### config.mk
export PLATFORM = sky130hd
export DESIGN_NAME = mem_load_ctrl_flat
export DESIGN_NICKNAME = d
export VERILOG_FILES = /design/src/rtl/cqu_mips_pkg.sv /design/src/rtl/mem_load_ctrl_if.sv /design/src/rtl/extend.sv /design/src/rtl/mem_load_ctrl.sv /design/src/flat_wrapper.sv
export SDC_FILE = /design/constraint.sdc
export NUM_CORES = 1
export LEC_CHECK = 0
export CAP_MARGIN = 20
export CORE_UTILIZATION = 32
export CTS_CLUSTER_DIAMETER = 40
export DETAILED_ROUTE_END_ITERATION = 12
export GPL_TIMING_DRIVEN = 0
export PLACE_DENSITY_LB_ADDON = 0.08
export SYNTH_ARGS = -nofsm -noshare
export SYNTH_HDL_FRONTEND = slang
export SYNTH_SLANG_ARGS = --single-unit
export TNS_END_PERCENT = 100
### constraint.sdc
create_clock -name clk -period 2.6 [get_ports clk]
set_clock_uncertainty 0.2 [all_clocks]
set_input_delay 0.52 -clock clk [delete_from_list [all_inputs] [get_ports clk]]
set_output_delay 0.52 -clock clk [all_outputs]
set_load 0.05 [all_outputs]
### src/rtl/cqu_mips_pkg.sv
// cqu_mips_pkg: load size encodings, load-controller state enum and alignment helper.
package cqu_mips_pkg;
   typedef enum logic [1:0] {SZ_BYTE = 2'd0, SZ_HALF = 2'd1, SZ_WORD = 2'd2, SZ_RSVD = 2'd3} ld_size_e;
   typedef enum logic [2:0] {S_IDLE, S_ADDR, S_DATA, S_DRAIN, S_RESP, S_ERR} ld_state_e;
   // Reserved size behaves as a word, so anything above half needs a 4-byte boundary.
   function automatic logic ld_misaligned(input logic [1:0] size, input logic [1:0] lo);
      return (size == SZ_HALF) ? lo[0] : (size != SZ_BYTE) && (lo != 2'b00);
   endfunction
endpackage

### src/rtl/mem_load_ctrl_if.sv
// mem_load_ctrl_if: MEM-stage load port plus data-RAM read port of the load controller.
interface mem_load_ctrl_if #(parameter int ADDR_W = 32, parameter int DATA_W = 32);
   logic              ld_valid;
   logic              ld_ready;
   logic [ADDR_W-1:0] ld_addr;
   logic [1:0]        ld_size;
   logic              ld_signed;
   logic              flush;
   logic              dram_req;
   logic [ADDR_W-1:0] dram_addr;
   logic              dram_addr_ok;
   logic              dram_data_ok;
   logic [DATA_W-1:0] dram_rdata;
   logic              ld_done;
   logic [DATA_W-1:0] ld_data;
   logic              adel;
   logic [ADDR_W-1:0] badvaddr;
   logic              stall;
   modport master (
      input  ld_valid, ld_addr, ld_size, ld_signed, flush, dram_addr_ok, dram_data_ok, dram_rdata,
      output ld_ready, dram_req, dram_addr, ld_done, ld_data, adel, badvaddr, stall
   );
   modport slave (
      output ld_valid, ld_addr, ld_size, ld_signed, flush, dram_addr_ok, dram_data_ok, dram_rdata,
      input  ld_ready, dram_req, dram_addr, ld_done, ld_data, adel, badvaddr, stall
   );
endinterface

### src/rtl/extend.sv
// extend: widens a field to OUT_W bits, offering both sign- and zero-extended forms.
module extend #(
   parameter int IN_W  = 8,
   parameter int OUT_W = 32
) (
   input  logic [IN_W-1:0]  din,
   output logic [OUT_W-1:0] sext,
   output logic [OUT_W-1:0] zext
);
   assign sext = {{(OUT_W - IN_W){din[IN_W-1]}}, din};
   assign zext = {{(OUT_W - IN_W){1'b0}}, din};
endmodule

### src/rtl/mem_load_ctrl.sv
// mem_load_ctrl: sequences one data-RAM read per load, aligns/extends the result, flags misaligned loads.
module mem_load_ctrl
   import cqu_mips_pkg::*;
#(
   parameter int ADDR_W = 32,
   parameter int DATA_W = 32
) (
   input logic           clk,
   input logic           resetn,
   mem_load_ctrl_if.master bus
);
   ld_state_e         state, nxt;
   logic [ADDR_W-1:0] addr_q;
   logic [1:0]        size_q;
   logic              sgn_q;
   logic [DATA_W-1:0] data_q;
   logic              accept;
   logic [7:0]        b;
   logic [15:0]       h;
   logic [31:0]       b_sx, b_zx, h_sx, h_zx, ext;

   assign accept = bus.ld_valid & ~bus.flush;
   assign b = bus.dram_rdata[{addr_q[1:0], 3'b000} +: 8];
   assign h = addr_q[1] ? bus.dram_rdata[31:16] : bus.dram_rdata[15:0];

   extend #(.IN_W(8),  .OUT_W(32)) u_ext_b (.din(b), .sext(b_sx), .zext(b_zx));
   extend #(.IN_W(16), .OUT_W(32)) u_ext_h (.din(h), .sext(h_sx), .zext(h_zx));

   assign ext = (size_q == SZ_BYTE) ? (sgn_q ? b_sx : b_zx) :
                (size_q == SZ_HALF) ? (sgn_q ? h_sx : h_zx) : bus.dram_rdata;

   always_ff @(posedge clk or negedge resetn) begin
      if (!resetn) begin
         state  <= S_IDLE;
         addr_q <= '0;
         size_q <= '0;
         sgn_q  <= 1'b0;
         data_q <= '0;
      end else begin
         state <= nxt;
         if (state == S_IDLE && accept) begin
            addr_q <= bus.ld_addr;
            size_q <= bus.ld_size;
            sgn_q  <= bus.ld_signed;
         end
         if (state == S_DATA && bus.dram_data_ok && !bus.flush) data_q <= ext;
      end
   end

   // A flush that coincides with addr_ok still owes us a data beat, so it must be drained.
   always_comb begin
      nxt = state;
      case (state)
         S_IDLE:  if (accept) nxt = ld_misaligned(bus.ld_size, bus.ld_addr[1:0]) ? S_ERR : S_ADDR;
         S_ADDR:  if (bus.flush) nxt = bus.dram_addr_ok ? S_DRAIN : S_IDLE;
                  else if (bus.dram_addr_ok) nxt = S_DATA;
         S_DATA:  if (bus.dram_data_ok) nxt = bus.flush ? S_IDLE : S_RESP;
                  else if (bus.flush) nxt = S_DRAIN;
         S_DRAIN: if (bus.dram_data_ok) nxt = S_IDLE;
         default: nxt = S_IDLE;
      endcase
   end

   assign bus.ld_ready  = state == S_IDLE;
   assign bus.dram_req  = state == S_ADDR;
   assign bus.dram_addr = {addr_q[ADDR_W-1:2], 2'b00};
   assign bus.ld_done   = state == S_RESP;
   assign bus.ld_data   = data_q;
   assign bus.adel      = state == S_ERR;
   assign bus.badvaddr  = addr_q;
   assign bus.stall     = (state == S_IDLE && accept) || state inside {S_ADDR, S_DATA, S_DRAIN};
endmodule

### src/flat_wrapper.sv
// flat-port wrapper written by rule: the top's interface ports become plain ports
module mem_load_ctrl_flat import cqu_mips_pkg::*;
#(
   parameter int ADDR_W = 32,
   parameter int DATA_W = 32
)
  (clk, resetn, bus_ld_valid, bus_ld_addr, bus_ld_size, bus_ld_signed, bus_flush, bus_dram_addr_ok, bus_dram_data_ok, bus_dram_rdata, bus_ld_ready, bus_dram_req, bus_dram_addr, bus_ld_done, bus_ld_data, bus_adel, bus_badvaddr, bus_stall);
  mem_load_ctrl_if #(.ADDR_W(ADDR_W), .DATA_W(DATA_W)) bus_i ();
  input logic clk;
  input logic resetn;
  input wire logic [$bits(bus_i.ld_valid)-1:0] bus_ld_valid;
  input wire logic [$bits(bus_i.ld_addr)-1:0] bus_ld_addr;
  input wire logic [$bits(bus_i.ld_size)-1:0] bus_ld_size;
  input wire logic [$bits(bus_i.ld_signed)-1:0] bus_ld_signed;
  input wire logic [$bits(bus_i.flush)-1:0] bus_flush;
  input wire logic [$bits(bus_i.dram_addr_ok)-1:0] bus_dram_addr_ok;
  input wire logic [$bits(bus_i.dram_data_ok)-1:0] bus_dram_data_ok;
  input wire logic [$bits(bus_i.dram_rdata)-1:0] bus_dram_rdata;
  output wire logic [$bits(bus_i.ld_ready)-1:0] bus_ld_ready;
  output wire logic [$bits(bus_i.dram_req)-1:0] bus_dram_req;
  output wire logic [$bits(bus_i.dram_addr)-1:0] bus_dram_addr;
  output wire logic [$bits(bus_i.ld_done)-1:0] bus_ld_done;
  output wire logic [$bits(bus_i.ld_data)-1:0] bus_ld_data;
  output wire logic [$bits(bus_i.adel)-1:0] bus_adel;
  output wire logic [$bits(bus_i.badvaddr)-1:0] bus_badvaddr;
  output wire logic [$bits(bus_i.stall)-1:0] bus_stall;
  assign bus_i.ld_valid = bus_ld_valid;
  assign bus_i.ld_addr = bus_ld_addr;
  assign bus_i.ld_size = bus_ld_size;
  assign bus_i.ld_signed = bus_ld_signed;
  assign bus_i.flush = bus_flush;
  assign bus_i.dram_addr_ok = bus_dram_addr_ok;
  assign bus_i.dram_data_ok = bus_dram_data_ok;
  assign bus_i.dram_rdata = bus_dram_rdata;
  assign bus_ld_ready = bus_i.ld_ready;
  assign bus_dram_req = bus_i.dram_req;
  assign bus_dram_addr = bus_i.dram_addr;
  assign bus_ld_done = bus_i.ld_done;
  assign bus_ld_data = bus_i.ld_data;
  assign bus_adel = bus_i.adel;
  assign bus_badvaddr = bus_i.badvaddr;
  assign bus_stall = bus_i.stall;
  mem_load_ctrl #(.ADDR_W(ADDR_W), .DATA_W(DATA_W)) u_core (.clk(clk), .resetn(resetn), .bus(bus_i));
endmodule
==> run metrics, run 1 <==
Synth Instances 308; Reg-to-Reg End u_core.bus.ld_data[4]; Post-DP HPWL 7650 µm; WP data required between 1.5 and 2 ns; RSZ-0062 raised after global routing false; clock slew at reported path FFs about 0.060 ns; Synthesis Warnings 0; first-pass GRT wire length between 15000 and 20000 µm; Starting DRT DRC Count 109; crit path kind flip-flop to primary output; Final ANT Viol Nets 0; Slew Limit Fails 0; met3 Use GR 3.59%; Crit path arrival time ~1.7 ns; Synth-to-Final Area Change 60.7%; area of the multi-input gates between 1500 and 2000 µm²; Slew headroom 59.7%; number of global-route vias before repair roughly 3000; Final Critical Period 2.46 ns; worst reg-to-reg setup slack 0.53 ns; Die X 109 µm; H-tree Lvls 3; diode count 0; Vias/cell 4.75; antenna violations before repair 0; GR Util met2 approximately 28%; DRC viols 0; CTS tree built; Mean Syn Cell Area 11.9 µm²; GR Layer Usage met1 22.7%; TritonCTS buffer count 9; register area share after synthesis 47.7%; Initial Util 33.3%; GR peak layer met2; drt pass-1 iters 4; total grt overflow 0; max cap viols 0; Site Rows 38; buffers added on ports about 170; dpl ws -0.369 ns; Register Area 1750 µm²; crit-path max FO 10; die footprint 11900 µm²; Root Buffer clkbuf_16; post-synthesis cell type count 37; fin crit share 94.8%; worst reg2reg path startpoint u_core.state[2]; Worst setup EP type primary output; Clock Latency Late Sink 0.32 ns; Startpoint Class flip-flop; FMAX 0.406 GHz; Worst setup endpoint bus_dram_req; R2R depth 7; CORE AREA 11000 µm²; Setup violations, final 0; slew at the pin closest to its max-slew limit between 0.6 and 0.7 ns; Fin. Hold Viols 0; share of cells above drive strength 1 23.3%; Fillers 1018; Placer Congestion ~0.80; GRT Total Usage between 15 and 20%; post-synthesis instance area 3670 µm²; largest net degree at the start of global routing 70; num ports around 170; # clock sinks 70; worst hold path type flip-flop to flip-flop; outcome complete, no violations; fin nets between 500 and 600; start point of the critical path u_core.state[1]; flops & latches, synth 70; worst setup margin approximately 0.14 ns; via count 3028; Total Routed Length 10100 µm; Post-CTS Setup Inserts 0; Die Ht roughly 110 µm; routed len/inst 15.8 µm; Max Root-Sink Buffers 2
==> sequential cells by signal, indices dropped and copies added (netlist names) <==
register,count
u_core.size_q,2
u_core.sgn_q,1
u_core.bus.ld_data,32
u_core.state,3
u_core.bus.badvaddr,32
==> logic make-up (layout without fill, tap and decap cells) <==
group,count (synthesis),after routing,share of synthesized area [%]
buf+inv,53,242,10.1
flops,70,70,47.7
mux,62,62,22.2
other cells,1,2,0.102
simple gates,70,70,9.75
compound gates,52,52,10.2
==> cell type report <==
class,count,area share [%]
Tap cell,140,2.97
Clock buffer,12,4.35
Sequential cell,70,29.7
Inverter,2,0.127
Buffer,51,6.13
Clock inverter,4,0.912
Multi-Input combinational cell,186,26.3
Timing Repair Buffer,173,29.5
==> worst min path at each step <==
stage	cells past startpoint	to	from	slack (ns)
after CTS	1	u_core.bus.ld_data[2]	u_core.bus.ld_data[2]	0.30
after global placement	1	u_core.bus.ld_data[0]	u_core.bus.ld_data[0]	0.28
final	1	u_core.bus.ld_data[2]	u_core.bus.ld_data[2]	0.29
after global routing	1	u_core.bus.ld_data[2]	u_core.bus.ld_data[2]	0.31
after detailed placement	1	u_core.bus.badvaddr[20]	resetn	0.12
after floorplan	0	u_core.bus.badvaddr[0]	resetn	0.02
==> routing by layer <==
metal | part of all wire [%] | wire length [µm]
met5 | 0 | 0
met4 | 0.74 | 74
met3 | 6.3 | 631
met2 | 49 | 4980
met1 | 44 | 4380
==> placed cells by master (no fill, tap or decap), drive strengths merged, types with 3 or more instances in the layout <==
cell / synthesis / routed
inv: 2 / 3
a221o: 6 / 6
mux2i: 9 / 9
dfrtp: 70 / 70
clkbuf: 3 / 15
o21a: 7 / 7
nand2: 29 / 29
buf: 48 / 51
a21oi: 18 / 18
mux4: 8 / 8
dlygate4sd2: 0 / 3
nor2: 24 / 24
nor3: 4 / 4
o211ai: 10 / 10
clkdlybuf4s50: 0 / 165
nand2b: 4 / 4
mux2: 45 / 45
==> worst max-delay path, stage by stage, from the launching register on <==
cell and delay (ns):
dfrtp_1 0.40, buf_4 0.18, nand2b_1 0.18, nor2_1 0.14, clkdlybuf4s15_1 0.52
==> through the flow <==
stage	cells	hold WS, ns	instance area (µm²)	utilization (%)	setup TNS [ns]
6_report	638	0.288	5900	53.5	0
5_1_grt	638	0.313	5900	53.5	0
3_5_place_dp	621	0.119	5590	50.6	-0.369
2_1_floorplan	309	0.0244	3670	-	0
3_3_place_gp	620	0.275	5560	50.4	-119.90
4_1_cts	638	0.296	5900	53.5	0
==> repair_timing <==
action | CTS | global route
hold buffers | 1 | 0
pin swaps | 0 | 0
hold endpoints to repair | 1 | 0
gates resized for setup | 7 | 3
endpoints found under the setup margin | 5 | 2
==> synthesized netlist by cell type, drive strengths merged <==
library cell	count	area share, %
dfrtp	70	48
buf	48	9.5
mux2	45	14
nand2	29	3.0
nor2	24	2.5
a21oi	18	2.5
o211ai	10	2.0
mux2i	9	2.5
mux4	8	5.7
o21a	7	1.4
a221o	6	1.6
nand2b	4	0.68
nor3	4	0.68
clkbuf	3	0.31
a211o	2	0.48
inv	2	0.20
nor3b	2	0.41
nor4	2	0.75
o21ai	2	0.27
a21boi	1	0.20
a21o	1	0.20
a22oi	1	0.20
a31oi	1	0.58
a32o	1	0.27
and2	1	0.17
and4b	1	0.27
conb	1	0.10
nand3b	1	0.55
nand4b	1	0.65
nor2b	1	0.17
o22a	1	0.24
o22ai	1	0.17
Power of run 1 is not shown: default switching activity piles up to over one toggle a cycle in this logic, so the estimate is an artifact.
==> inputs of run 2 (changes only) <==
Settings changed: TNS_END_PERCENT 100 to unset.
Clock period 2.6 ns to 2.81 ns, I/O delays scaled along.
==> run metrics, run 2 (same netlist as run 1, synthesis figures left out) <==
Worst setup EP type primary output; worst reg-to-reg setup slack 0.74 ns; Fillers 1018; DRC viols 0; Initial Util between 30 and 40%; crit path cell chain clkdlybuf4s50_1 > nand2b_1 > a21oi_1 > clkbuf_2; CP max stage delay 0.54 ns; TritonCTS buffer count 9; Total Routed Length just over 10000 µm; fin nets 566; Post-DP HPWL 7650 µm; RSZ-0062 raised after global routing false; clock slew at reported path FFs 0.06 ns; Placer Congestion 0.798; CTS tree built; Min Hold Slack 0.288 ns; fin crit share around nine tenths; Startpoint Class primary input; Crit path arrival time roughly 1.8 ns; launch point of the worst hold path u_core.bus.ld_data[2]; most frequent cells in the layout clkdlybuf4s50_1 (165), dfrtp_1 (70), mux2_2 (43); slew at the pin closest to its max-slew limit 0.602 ns; H-tree Lvls 3; Clock Latency Late Sink 0.32 ns; WP data required 2.05 ns; routed len/inst 15.8 µm; Post-CTS Setup Inserts 0; outcome complete, no violations; Max Root-Sink Buffers 2; via count 3024; Die Ht between 100 and 150 µm; commonest non-fill, non-tap cell in the layout clkdlybuf4s50_1; Site Rows 38; share of cells above drive strength 1 23.3%; Reg-to-Reg End u_core.bus.ld_data[4]; worst setup margin 0.275 ns; first-pass GRT wire length about 15000 µm; buffers added on ports 171; num ports between 150 and 200; Final ANT Viol Nets 0; R2R depth 7; CORE AREA 11000 µm²; CP max stage cell clkdlybuf4s50_1; Synth-to-Final Area Change 60.9%; Fin. Hold Viols 0; Hold Path End u_core.bus.ld_data[2]; WP buf/inv 2; crit-path max FO 8; Root Buffer clkbuf_16; FMAX 0.394 GHz; worst hold path type flip-flop to flip-flop; crit path kind primary input to primary output; die footprint 11900 µm²; drt pass-1 iters 4; # clock sinks 70; hold depth 1; worst reg2reg path startpoint u_core.state[2]; Starting DRT DRC Count roughly 120; GRT Total Usage 17.2%; Worst path depth 4; delay-heaviest family, CP buffers and inverters; Final Critical Period 2.54 ns; antenna violations before repair 0; Die X 109 µm; Setup violations, final 0; number of global-route vias before repair between 2000 and 3000; diode count 0; dpl ws -0.243 ns; Vias/cell 4.74; Slew Limit Fails 0; Slew headroom 59.7%; total grt overflow 0; max cap viols 0; largest net degree at the start of global routing 70
run 2: cell types whose count changed in the layout (fill, tap and decap cells not counted), sizes merged:
cell,before,now
buf,51,50
clkbuf,15,16
clkdlybuf4s15,1,0
dlygate4sd2,3,1
dlymetal6s2s,0,3
run 2: worst max-delay path by stage:
| stage | start | end | slack (ns) |
|---|---|---|---|
| global placement | resetn | u_core.state[0] | -1.54 |
| finish | bus_flush | bus_stall | 0.27 |
| floorplan | u_core.state[2] | bus_ld_done | 0.37 |
| CTS | u_core.state[2] | bus_ld_done | 0.02 |
| detailed placement | bus_flush | bus_stall | -0.24 |
| global route | u_core.state[1] | bus_dram_req | 0.16 |
run 2: final cells by class:
type                            instances  area, µm²  area share (%)
Inverter                                2       7.51           0.127
Sequential cell                        70       1750            29.6
Timing Repair Buffer                  173       1750            29.6
Multi-Input combinational cell        186       1550            26.3
Clock inverter                          4       53.8           0.911
Tap cell                              140        175            2.96
Buffer                                 51        362            6.12
Clock buffer                           12        256            4.34
run 2: repair_timing:
| action | CTS | global route |
|---|---|---|
| setup endpoints to repair | 2 | 4 |
| gates resized for setup | 2 | 5 |
| hold buffers | 1 | 0 |
| endpoints found under the hold margin | 1 | 0 |
run 2: layer usage:
| layer | vias to the layer above | routed length (µm) | GRT usage, % |
|---|---|---|---|
| met5 | - | 0 | 0 |
| met4 | 0 | 74 | 4.63 |
| met3 | 5 | 626 | 3.59 |
| met2 | 116 | 4980 | 28.4 |
| met1 | 1462 | 4420 | 22.7 |
| li1 | 1441 | - | - |
run 2: per-stage QoR:
stage | util, % | instances | instance area (µm²) | TNS, ns
global placement | 50.4 | 620 | 5560 | -108.02
CTS | 53.5 | 638 | 5900 | 0
global route | 53.6 | 638 | 5910 | 0
finish | 53.6 | 638 | 5910 | 0
detailed placement | 50.6 | 621 | 5590 | -0.243
floorplan | - | 309 | 3670 | 0
Power of run 2 is left out for the same reason.
==> inputs of run 3 (changes only) <==
Settings changed: RECOVER_POWER set to 50.
==> run metrics, run 3 (same netlist as run 1, synthesis figures left out) <==
outcome complete, no violations; Vias/cell around 4.7; setup_tns 0 ns; Max Root-Sink Buffers 2; max cap viols 0; FMAX 0.381 GHz; Startpoint Class primary input; Slew headroom 26.6%; routed len/inst 15.8 µm; DRC viols 0; crit path kind primary input to primary output; diode count 0; Area after DPL 5590 µm²; GRT Total Usage between 10% and 20%; Final Critical Period 2.62 ns; Starting DRT DRC Count 105; Fin. Hold Viols 0; CP max stage delay between 0.6 and 0.7 ns; Placed Cells 621; Clock Latency Late Sink between 0.3 and 0.4 ns; Total Routed Length 10100 µm; Die Ht 109 µm; R2R depth 7; Root Buffer clkbuf_16; worst hold path type flip-flop to flip-flop; Layout Cell Area excl Fill 5860 µm²; fin nets 566; Synth-to-Final Area Change 59.7%; crit path cell chain dlygate4sd3_1 > nand2b_1 > a21oi_1 > clkbuf_2; CTS tree built; # clock sinks 70; number of global-route vias before repair 2919; commonest non-fill, non-tap cell in the layout clkdlybuf4s50_1; Initial Util 33.3%; non-filler cells, final about 640; antenna violations before repair 0; WP data required 2.05 ns; Post-DP HPWL 7650 µm; num ports between 150 and 200; Placer Congestion around 0.80; crit-path max FO 8; TritonCTS buffer count 9; Post-CTS Setup Inserts 0; Setup violations, final 0; drt pass-1 iters 4; CORE AREA 11000 µm²; slew at the pin closest to its max-slew limit 1.09 ns; largest net degree at the start of global routing 70; hold depth 1; worst reg-to-reg setup slack 0.39 ns; fin crit share 93.4%; H-tree Lvls 3; buffers added on ports 171; CP max stage cell dlygate4sd3_1; most frequent cells in the layout clkdlybuf4s50_1 (153), dfrtp_1 (70), mux2_2 (43); Final ANT Viol Nets 0; Site Rows 38; Crit path arrival time 1.86 ns; via count approximately 3000; share of cells above drive strength 1 between 20% and 30%; Die X ~110 µm; die footprint roughly 12000 µm²; Slew Limit Fails 0; Worst setup EP type primary output; first-pass GRT wire length roughly 15000 µm; RSZ-0062 raised after global routing false; total grt overflow 0; clock slew at reported path FFs 0.06 ns
run 3: cell types whose count changed in the layout (fill, tap and decap cells not counted), sizes merged:
cell / previous run / this run
buf: 50 / 44
clkdlybuf4s50: 165 / 153
dlygate4sd3: 1 / 13
clkbuf: 16 / 22
run 3: final cells by class:
class | count | area (µm²)
buffer | 51 | 357
tap | 140 | 175
multi-input combinational | 186 | 1540
inverter | 2 | 7.51
clock inverter | 4 | 53.8
timing repair buffer | 173 | 1720
clock buffer | 12 | 256
sequential | 70 | 1750
fill | 1024 | 5170
run 3: through the flow:
step | utilization (%) | hold slack (ns) | setup WS (ns)
detailed placement | 50.6 | 0.161 | -0.243
global route | 53.2 | 0.313 | 0.109
finish | 53.2 | 0.288 | 0.186
floorplan | - | 0.0664 | 0.374
CTS | 53.5 | 0.296 | 0.0226
global placement | 50.4 | 0.275 | -1.54
run 3: repair_timing:
item	in CTS	in global routing
cloned	0	0
hold buffers	1	0
resized for setup	2	5
endpoints found under the hold margin	1	0
setup endpoints to repair	2	4
run 3: layer usage:
| layer | track usage, % | wire length, µm | part of all wire (%) |
|---|---|---|---|
| met1 | 22.7 | 4350 | 43 |
| met4 | 4.63 | 74 | 0.73 |
| met5 | 0 | 0 | 0 |
| met2 | 28.4 | 5010 | 50 |
| met3 | 3.59 | 662 | 6.6 |
run 3: critical path, delay by kind of cell:
family / cells / cell delay [ns]
compound gates: 1 / 0.15
buf+inv: 2 / 0.94
simple gates: 1 / 0.21
run 3: path summary, 6_finish.rpt:
kind | startpoint | end
worst max-delay path | bus_flush | bus_stall
worst min-delay path | u_core.bus.ld_data[2] | u_core.bus.ld_data[2]
worst max register to register | u_core.state[2] | u_core.bus.ld_data[4]
worst min register to register | u_core.bus.ld_data[2] | u_core.bus.ld_data[2]
max in group asynchronous | resetn | u_core.bus.badvaddr[28]
min in group asynchronous | resetn | u_core.bus.badvaddr[20]
Power of run 3 is left out for the same reason.
